## src/rtl/williams_nvram_arbiter_pkg.sv

```systemverilog
// williams_pkg: shared NVRAM arbiter constants and FSM state type
package williams_pkg;
    localparam logic [7:0] NV_INDEX = 8'd4;
    typedef enum logic [1:0] {IDLE, PEND, RD_WAIT, DONE} nv_state_t;
endpackage

```

## src/rtl/williams_nvram_arbiter_if.sv

```systemverilog
// williams_nvram_arbiter_if: CPU, HPS ioctl and CMOS RAM signals of the NVRAM arbiter
interface williams_nvram_arbiter_if #(parameter int AW = 10, parameter int DW = 4);
    logic          cpu_cs;
    logic          cpu_we;
    logic [AW-1:0] cpu_addr;
    logic [DW-1:0] cpu_din;
    logic [DW-1:0] cpu_dout;
    logic          ioctl_download;
    logic          ioctl_upload;
    logic [7:0]    ioctl_index;
    logic          ioctl_wr;
    logic          ioctl_rd;
    logic [24:0]   ioctl_addr;
    logic [7:0]    ioctl_dout;
    logic [7:0]    ioctl_din;
    logic          ioctl_wait;
    logic [AW-1:0] ram_addr;
    logic [DW-1:0] ram_din;
    logic          ram_we;
    logic [DW-1:0] ram_dout;
    logic          dirty;
    modport master (
        output cpu_cs, cpu_we, cpu_addr, cpu_din, ioctl_download, ioctl_upload, ioctl_index,
               ioctl_wr, ioctl_rd, ioctl_addr, ioctl_dout, ram_dout,
        input  cpu_dout, ioctl_din, ioctl_wait, ram_addr, ram_din, ram_we, dirty
    );
    modport slave (
        input  cpu_cs, cpu_we, cpu_addr, cpu_din, ioctl_download, ioctl_upload, ioctl_index,
               ioctl_wr, ioctl_rd, ioctl_addr, ioctl_dout, ram_dout,
        output cpu_dout, ioctl_din, ioctl_wait, ram_addr, ram_din, ram_we, dirty
    );
endinterface

```

## src/rtl/williams_nvram_arbiter.sv

```systemverilog
// williams_nvram_arbiter: shares the CMOS RAM port between the CPU (priority) and HPS ioctl
module williams_nvram_arbiter
    import williams_pkg::*;
#(
    parameter int         AW       = 10,
    parameter int         DW       = 4,
    parameter logic [7:0] NV_INDEX = williams_pkg::NV_INDEX,
    parameter int         RD_LAT   = 1
) (
    input logic clk_sys,
    input logic reset_n,
    williams_nvram_arbiter_if.slave bus
);
    nv_state_t     state_q, state_d;
    logic [AW-1:0] addr_q, addr_d;
    logic [DW-1:0] data_q, data_d;
    logic          wr_q, wr_d;
    logic          oor_q, oor_d;
    logic [1:0]    cnt_q, cnt_d;
    logic          wait_q, wait_d;
    logic [7:0]    din_q, din_d;
    logic          dirty_q, dirty_d;
    logic          upl_q, upl_d;
    logic          nv, q_wr, q_rd, grant;
    logic          unused_bits;

    assign unused_bits = ^bus.ioctl_dout;
    assign nv    = bus.ioctl_index == NV_INDEX;
    assign q_wr  = nv & bus.ioctl_download & bus.ioctl_wr;
    assign q_rd  = nv & bus.ioctl_upload & bus.ioctl_rd;
    assign grant = (state_q == PEND) & ~bus.cpu_cs;

    // CPU always owns the port when selecting it; a pending HPS access only fills idle cycles
    always_comb begin
        bus.ram_we   = reset_n & (bus.cpu_cs ? bus.cpu_we : grant & wr_q & ~oor_q);
        bus.ram_addr = grant ? addr_q : bus.cpu_addr;
        bus.ram_din  = grant ? data_q : bus.cpu_din;
        bus.cpu_dout = bus.ram_dout;
    end

    // request FSM next state; out-of-range requests still run the handshake but never touch RAM
    always_comb begin
        state_d = state_q;
        addr_d  = addr_q;
        data_d  = data_q;
        wr_d    = wr_q;
        oor_d   = oor_q;
        cnt_d   = cnt_q;
        wait_d  = wait_q;
        din_d   = din_q;
        case (state_q)
            IDLE: if (q_wr | q_rd) begin
                state_d = PEND;
                wait_d  = 1'b1;
                addr_d  = bus.ioctl_addr[AW-1:0];
                data_d  = bus.ioctl_dout[DW-1:0];
                wr_d    = q_wr;
                oor_d   = (bus.ioctl_addr >> AW) != 25'd0;
            end
            PEND: if (!bus.cpu_cs) begin
                state_d = wr_q ? DONE : RD_WAIT;
                cnt_d   = 2'd0;
            end
            RD_WAIT: if (cnt_q == 2'(RD_LAT - 1)) begin
                state_d = DONE;
                din_d   = oor_q ? 8'hFF : 8'(bus.ram_dout);
            end else begin
                cnt_d = cnt_q + 2'd1;
            end
            default: begin
                state_d = IDLE;
                wait_d  = 1'b0;
            end
        endcase
        upl_d   = bus.ioctl_upload;
        dirty_d = (bus.cpu_cs & bus.cpu_we) |
                  (dirty_q & ~(nv & ((upl_q & ~bus.ioctl_upload) | bus.ioctl_download)));
    end

    // state registers with synchronous active-low reset
    always_ff @(posedge clk_sys) begin
        if (!reset_n) begin
            state_q <= IDLE;
            addr_q  <= '0;
            data_q  <= '0;
            wr_q    <= 1'b0;
            oor_q   <= 1'b0;
            cnt_q   <= 2'd0;
            wait_q  <= 1'b0;
            din_q   <= 8'hFF;
            dirty_q <= 1'b0;
            upl_q   <= 1'b0;
        end else begin
            state_q <= state_d;
            addr_q  <= addr_d;
            data_q  <= data_d;
            wr_q    <= wr_d;
            oor_q   <= oor_d;
            cnt_q   <= cnt_d;
            wait_q  <= wait_d;
            din_q   <= din_d;
            dirty_q <= dirty_d;
            upl_q   <= upl_d;
        end
    end

    assign bus.ioctl_wait = wait_q;
    assign bus.ioctl_din  = din_q;
    assign bus.dirty      = dirty_q;
endmodule

```

## src/flat_wrapper.sv

```systemverilog
// flat-port wrapper written by rule: the top's interface ports become plain ports
module williams_nvram_arbiter_flat import williams_pkg::*;
#(
    parameter int         AW       = 10,
    parameter int         DW       = 4,
    parameter logic [7:0] NV_INDEX = williams_pkg::NV_INDEX,
    parameter int         RD_LAT   = 1
)
  (clk_sys, reset_n, bus_cpu_cs, bus_cpu_we, bus_cpu_addr, bus_cpu_din, bus_ioctl_download, bus_ioctl_upload, bus_ioctl_index, bus_ioctl_wr, bus_ioctl_rd, bus_ioctl_addr, bus_ioctl_dout, bus_ram_dout, bus_cpu_dout, bus_ioctl_din, bus_ioctl_wait, bus_ram_addr, bus_ram_din, bus_ram_we, bus_dirty);
  williams_nvram_arbiter_if #(.AW(AW), .DW(DW)) bus_i ();
  input logic clk_sys;
  input logic reset_n;
  input wire logic [$bits(bus_i.cpu_cs)-1:0] bus_cpu_cs;
  input wire logic [$bits(bus_i.cpu_we)-1:0] bus_cpu_we;
  input wire logic [$bits(bus_i.cpu_addr)-1:0] bus_cpu_addr;
  input wire logic [$bits(bus_i.cpu_din)-1:0] bus_cpu_din;
  input wire logic [$bits(bus_i.ioctl_download)-1:0] bus_ioctl_download;
  input wire logic [$bits(bus_i.ioctl_upload)-1:0] bus_ioctl_upload;
  input wire logic [$bits(bus_i.ioctl_index)-1:0] bus_ioctl_index;
  input wire logic [$bits(bus_i.ioctl_wr)-1:0] bus_ioctl_wr;
  input wire logic [$bits(bus_i.ioctl_rd)-1:0] bus_ioctl_rd;
  input wire logic [$bits(bus_i.ioctl_addr)-1:0] bus_ioctl_addr;
  input wire logic [$bits(bus_i.ioctl_dout)-1:0] bus_ioctl_dout;
  input wire logic [$bits(bus_i.ram_dout)-1:0] bus_ram_dout;
  output wire logic [$bits(bus_i.cpu_dout)-1:0] bus_cpu_dout;
  output wire logic [$bits(bus_i.ioctl_din)-1:0] bus_ioctl_din;
  output wire logic [$bits(bus_i.ioctl_wait)-1:0] bus_ioctl_wait;
  output wire logic [$bits(bus_i.ram_addr)-1:0] bus_ram_addr;
  output wire logic [$bits(bus_i.ram_din)-1:0] bus_ram_din;
  output wire logic [$bits(bus_i.ram_we)-1:0] bus_ram_we;
  output wire logic [$bits(bus_i.dirty)-1:0] bus_dirty;
  assign bus_i.cpu_cs = bus_cpu_cs;
  assign bus_i.cpu_we = bus_cpu_we;
  assign bus_i.cpu_addr = bus_cpu_addr;
  assign bus_i.cpu_din = bus_cpu_din;
  assign bus_i.ioctl_download = bus_ioctl_download;
  assign bus_i.ioctl_upload = bus_ioctl_upload;
  assign bus_i.ioctl_index = bus_ioctl_index;
  assign bus_i.ioctl_wr = bus_ioctl_wr;
  assign bus_i.ioctl_rd = bus_ioctl_rd;
  assign bus_i.ioctl_addr = bus_ioctl_addr;
  assign bus_i.ioctl_dout = bus_ioctl_dout;
  assign bus_i.ram_dout = bus_ram_dout;
  assign bus_cpu_dout = bus_i.cpu_dout;
  assign bus_ioctl_din = bus_i.ioctl_din;
  assign bus_ioctl_wait = bus_i.ioctl_wait;
  assign bus_ram_addr = bus_i.ram_addr;
  assign bus_ram_din = bus_i.ram_din;
  assign bus_ram_we = bus_i.ram_we;
  assign bus_dirty = bus_i.dirty;
  williams_nvram_arbiter #(.AW(AW), .DW(DW), .NV_INDEX(NV_INDEX), .RD_LAT(RD_LAT)) u_core (.clk_sys(clk_sys), .reset_n(reset_n), .bus(bus_i));
endmodule
```

## config.mk

```make
export PLATFORM = sky130hd
export DESIGN_NAME = williams_nvram_arbiter_flat
export DESIGN_NICKNAME = d
export VERILOG_FILES = /design/src/rtl/williams_nvram_arbiter_pkg.sv /design/src/rtl/williams_nvram_arbiter_if.sv /design/src/rtl/williams_nvram_arbiter.sv /design/src/flat_wrapper.sv
export SDC_FILE = /design/constraint.sdc
export NUM_CORES = 1
export LEC_CHECK = 0
export ABC_AREA = 1
export CAP_MARGIN = 0
export CORE_ASPECT_RATIO = 0.7
export CORE_UTILIZATION = 40
export DETAILED_ROUTE_END_ITERATION = 10
export PLACE_DENSITY = 0.95
export SYNTH_ARGS = -nofsm -noshare
export SYNTH_HDL_FRONTEND = slang
export SYNTH_SLANG_ARGS = --single-unit
```

## constraint.sdc

```tcl
create_clock -name clk_sys -period 2.2 [get_ports clk_sys]
set_input_delay 0.22 -clock clk_sys [delete_from_list [all_inputs] [get_ports clk_sys]]
set_output_delay 0.22 -clock clk_sys [all_outputs]
set_load 0.02 [all_outputs]
```

==> results.sh, run 1 <==
export IMPL_run_status="completed"
export IMPL_regToRegSetupSlack_ns=0.56
export IMPL_synthToLayoutAreaGrowth_pct=58.7
export IMPL_finClkSkew_ns=0.000858
export IMPL_grt_max_degree=29
export IMPL_io_buffer_count=91
export IMPL_min_path_type="reg -> reg"
export IMPL_worst_slack_ns=0.126
export IMPL_dp_slack_ns=0.0435
export IMPL_die_y_um=54.3
export IMPL_start_util_pct=43.1
export IMPL_globalplace_congestion=0.793
export IMPL_ys_types=20
export IMPL_synth_area_leaders="dfxtp_1 (36%), nand2_1 (18%), nor2_1 (12%), inv_1 (8.4%), o21ai_0 (5.1%)"
export IMPL_core_area_um2=3630
export IMPL_mostFrequentLayoutCells="clkdlybuf4s50_1 (76), nand2_1 (74), nor2_1 (48)"
export IMPL_dr_pass1_iters=4
export IMPL_leakagePower_nw=1.20
export IMPL_yosysSeqAreaShare_pct=35.9
export IMPL_globalRouteTotalUtil_pct=19.3
export IMPL_critPathRequiredTime_ns=1.98
export IMPL_final_nets=406
export IMPL_vias=1746
export IMPL_cts_sinks=28
export IMPL_tightest_slew_ns=0.271
export IMPL_ys_ff_latch=28
export IMPL_wl_per_cell_um=10.4
export IMPL_final_common_cell="clkdlybuf4s50_1"
export IMPL_clock_latency_ns=0.27
export IMPL_post_route_min_period_ns=2.07
export IMPL_p_per_area_nw_per_um2=675
export IMPL_slew_limit_headroom_pct=81.9
export IMPL_critPathCaptureType="primary output"
export IMPL_antenna_found_initial=0
export IMPL_achievable_frequency_mhz=482
export IMPL_crit_arrival_ns=1.85
export IMPL_drc=0
export IMPL_peakVddDrop_mv=0.352
export IMPL_cts_root_buffer="clkbuf_8"
export IMPL_criticalPathCategory="reg -> out"
export IMPL_syn_area_per_cell_um2=6.25
export IMPL_synth_top_area_share_pct=35.9
export IMPL_rsz0062_at_grt="no"
export IMPL_slew_viol_final=0
export IMPL_grt_pass1_vias=1524
export IMPL_overflow=0
export IMPL_numCtsBuffers=3
export IMPL_drive_above_1_share_pct=2.71
export IMPL_first_iter_violations=54
export IMPL_path_clk_slew_ns=0.09
export IMPL_fin_hold_ws_ns=0.470
export IMPL_drv_cap=0
export IMPL_cts_setup_buffers=0
export IMPL_drtAntennaViolNets=0
export IMPL_fin_tns_setup_ns=0
export IMPL_htreeDepth=1
export IMPL_yosysTopAreaCell="dfxtp_1"
export IMPL_die_area_um2=4160
export IMPL_rows=18
export IMPL_fin_area_um2=2480
export IMPL_start_kind="flop"
export IMPL_wl_mm=3.96
export IMPL_die_x_um=76.7
export IMPL_clockBufferDepth=2
export IMPL_syn_instance_count=250
export IMPL_syn_cell_area_um2=1560
export IMPL_grt_pass1_wl_mm=6.34
export IMPL_crit_path_max_fanout=28
export IMPL_n_antenna_cell=0
export IMPL_hold_violations=0
export IMPL_ioPinCount=96
export IMPL_setup_viol=0
export IMPL_cts_tree="built"
export IMPL_synth_warnings=0
export IMPL_hpwl_mm=3.18
export IMPL_min_period_over_period_pct=94.3
export IMPL_syn_nets=322
export IMPL_dpl_instance_area_um2=2450
export IMPL_viasPerCell=4.57
==> cell type report <==
| class | count | area (µm²) |
|---|---|---|
| fillers | 332 | 1150 |
| repair buffers | 93 | 908 |
| multi-input cells | 172 | 768 |
| flip-flops and latches | 28 | 561 |
| inverters | 36 | 138 |
| well taps | 50 | 62.6 |
| clock buffers | 3 | 41.3 |
==> path summary, 6_finish.rpt <==
kind / start / cells past startpoint / endpoint
min reg2reg: u_core.cnt_q[1] / 2 / u_core.cnt_q[1]
max: u_core.state_q[1] / 7 / bus_ram_addr[7]
min: u_core.cnt_q[1] / 2 / u_core.cnt_q[1]
max reg2reg: u_core.state_q[0] / 7 / u_core.cnt_q[0]
==> layer usage <==
| layer | up-vias | share of wire [%] | track usage, % |
|---|---|---|---|
| met5 | - | 0 | 0 |
| met4 | 0 | 0.23 | 2.24 |
| met2 | 74 | 46 | 35.7 |
| met3 | 2 | 7.7 | 6.00 |
| li1 | 917 | - | - |
| met1 | 753 | 46 | 23.3 |
==> Yosys cell counts, drive strengths merged <==
| library cell | n |
|---|---|
| a211oi | 2 |
| a21oi | 8 |
| a31o | 1 |
| buf | 12 |
| clkbuf | 2 |
| dfxtp | 28 |
| ha | 5 |
| inv | 36 |
| nand2 | 74 |
| nand3 | 12 |
| nand4 | 2 |
| nor2 | 49 |
| nor3 | 1 |
| o21a | 2 |
| o21ai | 16 |
==> power breakdown <==
part           internal, mW  total, mW  switching (mW)
clock network         0.123      0.270           0.147
logic                 0.364      0.798           0.434
registers             0.567      0.605          0.0381
total                  1.05       1.67           0.620
==> kinds of logic (layout without fill, tap and decap cells) <==
logic type / count (synthesis) / after routing / synth area share (%)
AOI/OAI and AO/OA: 29 / 29 / 10.2
adders and majority gates: 5 / 5 / 4.01
buffers and inverters: 50 / 132 / 14.9
DFF: 28 / 28 / 35.9
and+or+nand+nor: 138 / 138 / 35.0
==> critical path, stage by stage (launching register included) <==
cell and delay [ns]:
dfxtp_1 0.35, inv_1 0.08, ha_1 0.21, inv_1 0.05
nor2_1 0.20, inv_4 0.16, o21ai_0 0.20, clkdlybuf4s15_1 0.34
==> what timing repair did <==
action / in CTS / in global routing
hold buffers: 0 / 0
pin swaps: 0 / 0
endpoints found under the setup margin: 14 / 1
resized for setup: 16 / 1
gates cloned: 0 / 0
==> state kept, by name (all words and copies together), names as in the netlist <==
signal / cells
u_core.data_q: 4
u_core.oor_q: 1
u_core.cnt_q: 2
u_core.state_q: 2
u_core.bus.dirty: 1
u_core.addr_q: 10
u_core.bus.ioctl_din: 5
u_core.wr_q: 1
u_core.upl_q: 1
u_core.bus.ioctl_wait: 1
==> stage by stage <==
stage,total power [mW],std cells,util (%)
floorplan,1.11,250,-
global placement,1.41,379,67.6
detailed placement,1.44,379,67.6
CTS,1.68,382,68.3
global route,1.80,382,68.4
finish,1.67,382,68.4
Power figures use the tool's default switching activity.
==> run 2: changes to the inputs <==
--- a/config.mk
+++ b/config.mk
@@ -10,7 +10,7 @@
 export CORE_ASPECT_RATIO = 0.7
 export CORE_UTILIZATION = 40
 export DETAILED_ROUTE_END_ITERATION = 10
-export PLACE_DENSITY = 0.95
+export PLACE_DENSITY = 0.86
 export SYNTH_ARGS = -nofsm -noshare
 export SYNTH_HDL_FRONTEND = slang
 export SYNTH_SLANG_ARGS = --single-unit
==> constraint.sdc (replaced) <==
create_clock -name clk_sys -period 2.6 [get_ports clk_sys]
set_input_delay 0.26 -clock clk_sys [delete_from_list [all_inputs] [get_ports clk_sys]]
set_output_delay 0.26 -clock clk_sys [all_outputs]
set_load 0.02 [all_outputs]
==> run 2 against run 1 <==
  * Clock-buffer cell count unchanged
  * Non-clock buffer count unchanged
  * First-iteration DRC count decreased by 33%
  * Die area unchanged
  * Final area increased by 2.1%
  * Clock skew increased by 0.0054 ns
  * Critical endpoint is now bus_ram_addr[9]
  * Largest cell class unchanged
==> results.sh, run 2 (synthesized netlist as in run 1, its figures left out) <==
export IMPL_peakVddDrop_mv=0.301
export IMPL_clock_latency_ns=0.27
export IMPL_die_x_um=76.7
export IMPL_hold_violations=0
export IMPL_grt_pass1_wl_mm=5.89
export IMPL_slew_limit_headroom_pct=80.7
export IMPL_cts_sinks=28
export IMPL_finClkSkew_ns=0.00627
export IMPL_power_share_clock_pct=21.8
export IMPL_pwr_share_comb_pct=45.0
export IMPL_cpMostUsedCell="inv_1"
export IMPL_ctsHoldBuffers=0
export IMPL_final_nets=406
export IMPL_cpMaxStageDelayCell="clkdlybuf4s50_1"
export IMPL_final_common_cell="clkdlybuf4s50_1"
export IMPL_largest_reg_flops=10
export IMPL_critPathCaptureType="primary output"
export IMPL_globalRouteTotalUtil_pct=17.7
export IMPL_mostFrequentLayoutCells="clkdlybuf4s50_1 (89), nand2_1 (74), nor2_1 (48)"
export IMPL_cts_tree="built"
export IMPL_ioPinCount=96
export IMPL_min_path_type="reg -> reg"
export IMPL_globalplace_congestion=0.779
export IMPL_cts_root_buffer="clkbuf_8"
export IMPL_fin_hold_ws_ns=0.470
export IMPL_drc=0
export IMPL_core_area_um2=3630
export IMPL_n_antenna_cell=0
export IMPL_cts_resized=0
export IMPL_drtAntennaViolNets=0
export IMPL_max_stage_delay_ns=0.64
export IMPL_run_status="completed"
export IMPL_power_share_switching_pct=33.9
export IMPL_crit_buf_inv=4
export IMPL_synthToLayoutAreaGrowth_pct=62.1
export IMPL_start_kind="flop"
export IMPL_drv_cap=0
export IMPL_cts_setup_buffers=0
export IMPL_power_frac_seq_pct=33.2
export IMPL_grt_max_degree=31
export IMPL_path_clk_slew_ns=0.09
export IMPL_achievable_frequency_mhz=414
export IMPL_vias=1690
export IMPL_cp_top_family="buffers and inverters"
export IMPL_p_per_area_nw_per_um2=608
export IMPL_dp_slack_ns=0.371
export IMPL_start_util_pct=43.1
export IMPL_post_route_min_period_ns=2.42
export IMPL_tightest_slew_ns=0.289
export IMPL_cp_cell_sequence="inv_1 > ha_1 > inv_1 > nor2_1 > inv_4 > o21ai_0 > clkdlybuf4s50_1"
export IMPL_fin_tns_setup_ns=0
export IMPL_min_period_over_period_pct=93.0
export IMPL_antenna_found_initial=0
export IMPL_rsz0062_at_grt="no"
export IMPL_p_int_mw=1.02
export IMPL_rows=18
export IMPL_viasPerCell=4.41
export IMPL_criticalPathCategory="reg -> out"
export IMPL_switchingPower_uw=523
export IMPL_first_iter_violations=36
export IMPL_overflow=0
export IMPL_htreeDepth=1
export IMPL_drive_above_1_share_pct=3.00
export IMPL_setup_viol=0
export IMPL_numCtsBuffers=3
export IMPL_wl_mm=3.61
export IMPL_critPathRequiredTime_ns=2.34
export IMPL_crit_path_max_fanout=28
export IMPL_grt_pass1_vias=1410
export IMPL_die_y_um=54.3
export IMPL_clockBufferDepth=2
export IMPL_slew_viol_final=0
export IMPL_wl_per_cell_um=9.42
export IMPL_crit_arrival_ns=2.16
export IMPL_top_register="u_core.addr_q"
export IMPL_dr_pass1_iters=4
export IMPL_hpwl_mm=2.83
export IMPL_worst_slack_ns=0.183
export IMPL_leakagePower_nw=1.21
export IMPL_die_area_um2=4160
export IMPL_io_buffer_count=91
run 2: routing by layer:
| layer | GRT usage [%] | part of all wire, % |
|---|---|---|
| met1 | 21.7 | 48 |
| met2 | 32.0 | 43 |
| met3 | 5.33 | 8.5 |
| met4 | 2.88 | 0.19 |
| met5 | 0 | 0 |
run 2: layout make-up:
cell class	count	area, µm²
Tap cell	50	62.6
Multi-Input combinational cell	172	768
Clock buffer	3	41.3
Inverter	36	138
Fill cell	317	1090
Clock inverter	1	30.0
Sequential cell	28	561
Timing Repair Buffer	93	931
run 2: per-stage QoR:
step                total power, mW  util (%)  area (µm²)  std cells
global route                   1.66      69.8        2530        383
CTS                            1.55      69.6        2520        383
floorplan                     0.937         -        1560        250
detailed placement             1.21      67.6        2450        379
global placement               1.20      67.6        2450        379
finish                         1.54      69.8        2530        383
run 2: power groups by stage:
stage	Clock [mW]	Combinational [mW]	Sequential (mW)
2_1_floorplan	0	0.391	0.547
3_3_place_gp	0	0.676	0.520
3_5_place_dp	0	0.689	0.521
4_1_cts	0.347	0.692	0.511
5_1_grt	0.369	0.773	0.519
6_report	0.335	0.693	0.511
run 2: worst reg2reg max path: stages, from the launching register on:
cell and delay (ns):
dfxtp_1 0.39, inv_1 0.08, ha_1 0.26, nand2_1 0.20
inv_1 0.14, nor2_1 0.10, nand2_1 0.11, a211oi_1 0.24
run 2: worst paths after layout:
kind                            to         startpoint  slack [ns]  cells after the start
setup / recovery   bus_ram_addr[9]  u_core.state_q[1]        0.18                      7
hold / removal    u_core.bus.dirty   u_core.bus.dirty        0.47                      2
setup reg to reg   u_core.cnt_q[1]  u_core.state_q[0]        1.00                      7
hold reg to reg   u_core.bus.dirty   u_core.bus.dirty        0.47                      2
==> run 3: changes to the inputs <==
--- a/config.mk
+++ b/config.mk
@@ -8,9 +8,9 @@
 export ABC_AREA = 1
 export CAP_MARGIN = 0
 export CORE_ASPECT_RATIO = 0.7
-export CORE_UTILIZATION = 40
+export CORE_UTILIZATION = 37
 export DETAILED_ROUTE_END_ITERATION = 10
-export PLACE_DENSITY = 0.86
+export PLACE_DENSITY = 0.8
 export SYNTH_ARGS = -nofsm -noshare
 export SYNTH_HDL_FRONTEND = slang
 export SYNTH_SLANG_ARGS = --single-unit
==> constraint.sdc (replaced) <==
create_clock -name clk_sys -period 2.66 [get_ports clk_sys]
set_input_delay 0.266 -clock clk_sys [delete_from_list [all_inputs] [get_ports clk_sys]]
set_output_delay 0.266 -clock clk_sys [all_outputs]
set_load 0.02 [all_outputs]
==> run 3 against run 2 <==
  * Clock skew fell by 0.0028 ns
  * Flip-flop and latch count unchanged
  * Cell count grew 0.26%
  * Combinational power fell by 2%
  * Final area decreased by 0.40%
  * Core utilization shrank 6.3 points
  * Routed wire length rose by 4.5%
  * Sequential share of layout area up 0.088 points
  * Power is 1.8% lower
  * Non-clock buffer count down 1
  * Global-route usage shrank 0.52 points
  * Highest routed layer unchanged
==> results.sh, run 3 (synthesized netlist as in run 1, its figures left out) <==
export IMPL_run_status="completed"
export IMPL_peakVddDrop_mv=0.397
export IMPL_die_area_um2=4490
export IMPL_fin_hold_ws_ns=0.478
export IMPL_cts_setup_buffers=0
export IMPL_antenna_found_initial=0
export IMPL_globalplace_congestion=0.787
export IMPL_clock_latency_ns=0.27
export IMPL_grt_pass1_vias=1517
export IMPL_rsz0062_at_grt="no"
export IMPL_core_area_um2=3970
export IMPL_slew_limit_headroom_pct=62.7
export IMPL_max_stage_delay_ns=0.63
export IMPL_die_x_um=79.6
export IMPL_fin_tns_setup_ns=0
export IMPL_crit_path_max_fanout=28
export IMPL_finClkSkew_ns=0.00348
export IMPL_n_antenna_cell=0
export IMPL_p_per_area_nw_per_um2=600
export IMPL_criticalPathCategory="reg -> out"
export IMPL_die_y_um=56.4
export IMPL_cpMaxStageDelayCell="clkdlybuf4s50_1"
export IMPL_ioPinCount=96
export IMPL_rows=19
export IMPL_mostFrequentLayoutCells="clkdlybuf4s50_1 (91), nand2_1 (74), nor2_1 (48)"
export IMPL_drc=0
export IMPL_slew_viol_final=0
export IMPL_setup_viol=0
export IMPL_drv_cap=0
export IMPL_cts_tree="built"
export IMPL_final_nets=405
export IMPL_largest_reg_flops=10
export IMPL_cp_cell_sequence="ha_1 > inv_1 > nor2_1 > inv_4 > o21ai_0 > clkdlybuf4s50_1"
export IMPL_numCtsBuffers=3
export IMPL_cts_sinks=28
export IMPL_regArea_um2=561
export IMPL_drive_above_1_share_pct=2.71
export IMPL_path_clk_slew_ns=0.09
export IMPL_min_path_type="reg -> reg"
export IMPL_drtAntennaViolNets=0
export IMPL_hpwl_mm=2.99
export IMPL_fillerInstances=391
export IMPL_wl_per_cell_um=9.82
export IMPL_critPathCaptureType="primary output"
export IMPL_cts_root_buffer="clkbuf_8"
export IMPL_grt_max_degree=31
export IMPL_first_iter_violations=98
export IMPL_dr_pass1_iters=4
export IMPL_post_route_min_period_ns=2.42
export IMPL_hold_violations=0
export IMPL_htreeDepth=1
export IMPL_io_buffer_count=91
export IMPL_critPathRequiredTime_ns=2.39
export IMPL_clockBufferDepth=2
export IMPL_ctsHoldBuffers=0
export IMPL_start_util_pct=39.3
export IMPL_vias=1705
export IMPL_overflow=0
export IMPL_top_register="u_core.addr_q"
export IMPL_crit_arrival_ns=2.15
export IMPL_achievable_frequency_mhz=414
export IMPL_wl_mm=3.77
export IMPL_leakagePower_nw=1.19
export IMPL_multi_input_comb_area_um2=768
export IMPL_tightest_slew_ns=0.558
export IMPL_grt_pass1_wl_mm=6.22
export IMPL_viasPerCell=4.44
export IMPL_globalRouteTotalUtil_pct=17.2
export IMPL_start_kind="flop"
export IMPL_synthToLayoutAreaGrowth_pct=61.5
export IMPL_min_period_over_period_pct=90.9
export IMPL_final_common_cell="clkdlybuf4s50_1"
[run 3: cell types whose count changed in the layout (fill, tap and decap cells not counted)]
| cell | before | now |
|---|---|---|
| clkdlybuf4s50_1 | 89 | 91 |
| dlymetal6s2s_1 | 2 | 0 |
| buf_4 | 2 | 1 |
[run 3: final cells by class]
class / instances / share of cell area, %
Inverter: 36 / 5.46
Sequential cell: 28 / 22.2
Clock buffer: 3 / 1.64
Multi-Input combinational cell: 172 / 30.5
Clock inverter: 1 / 1.19
Timing Repair Buffer: 92 / 36.4
Tap cell: 52 / 2.58
[run 3: critical path, delay by kind of cell (launching register included)]
| family | cells | cell delay [ns] |
|---|---|---|
| AOI/OAI and AO/OA | 1 | 0.18 |
| DFF | 1 | 0.40 |
| and+or+nand+nor | 1 | 0.21 |
| adders and majority gates | 1 | 0.23 |
| buffers and inverters | 3 | 0.84 |
[run 3: path summary, 6_finish.rpt]
path / slack [ns] / end / from / cells past startpoint
hold / removal: 0.48 / u_core.bus.ioctl_wait / u_core.bus.ioctl_wait / 1
setup / recovery: 0.24 / bus_ram_addr[3] / u_core.state_q[0] / 6
hold reg to reg: 0.48 / u_core.bus.ioctl_wait / u_core.bus.ioctl_wait / 1
setup reg to reg: 1.04 / u_core.addr_q[3] / u_core.state_q[0] / 5
[run 3: per-stage QoR]
stage | worst slack, ns | instance area [µm²] | power (mW) | utilization, % | std cells
2_1_floorplan | 0.873 | 1560 | 0.916 | - | 250
3_3_place_gp | 0.456 | 2450 | 1.17 | 61.6 | 380
3_5_place_dp | 0.421 | 2450 | 1.19 | 61.6 | 380
4_1_cts | 0.192 | 2520 | 1.53 | 63.4 | 384
5_1_grt | 0.0573 | 2520 | 1.61 | 63.5 | 384
6_report | 0.243 | 2520 | 1.51 | 63.5 | 384
[run 3: per-layer routing]
layer	up-vias	routed length, µm	share of wire, %	GRT usage (%)
met3	2	370	9.8	6.34
met1	714	1770	47	22.5
met5	-	0	0	0
met4	0	10	0.27	2.34
li1	922	-	-	-
met2	67	1620	43	27.6
[run 3: timing repair]
item                                   4_1_cts  5_1_grt
endpoints found under the hold margin        0        0
setup endpoints to repair                    0        1
gates resized for setup                      0        2
[run 3: power breakdown]
| part | total, mW | internal, mW | leakage (nW) | switching, mW |
|---|---|---|---|---|
| logic | 0.682 | 0.324 | 0.923 | 0.357 |
| registers | 0.500 | 0.469 | 0.227 | 0.0315 |
| clock network | 0.331 | 0.201 | 0.0357 | 0.129 |
| total | 1.51 | 0.995 | 1.19 | 0.518 |
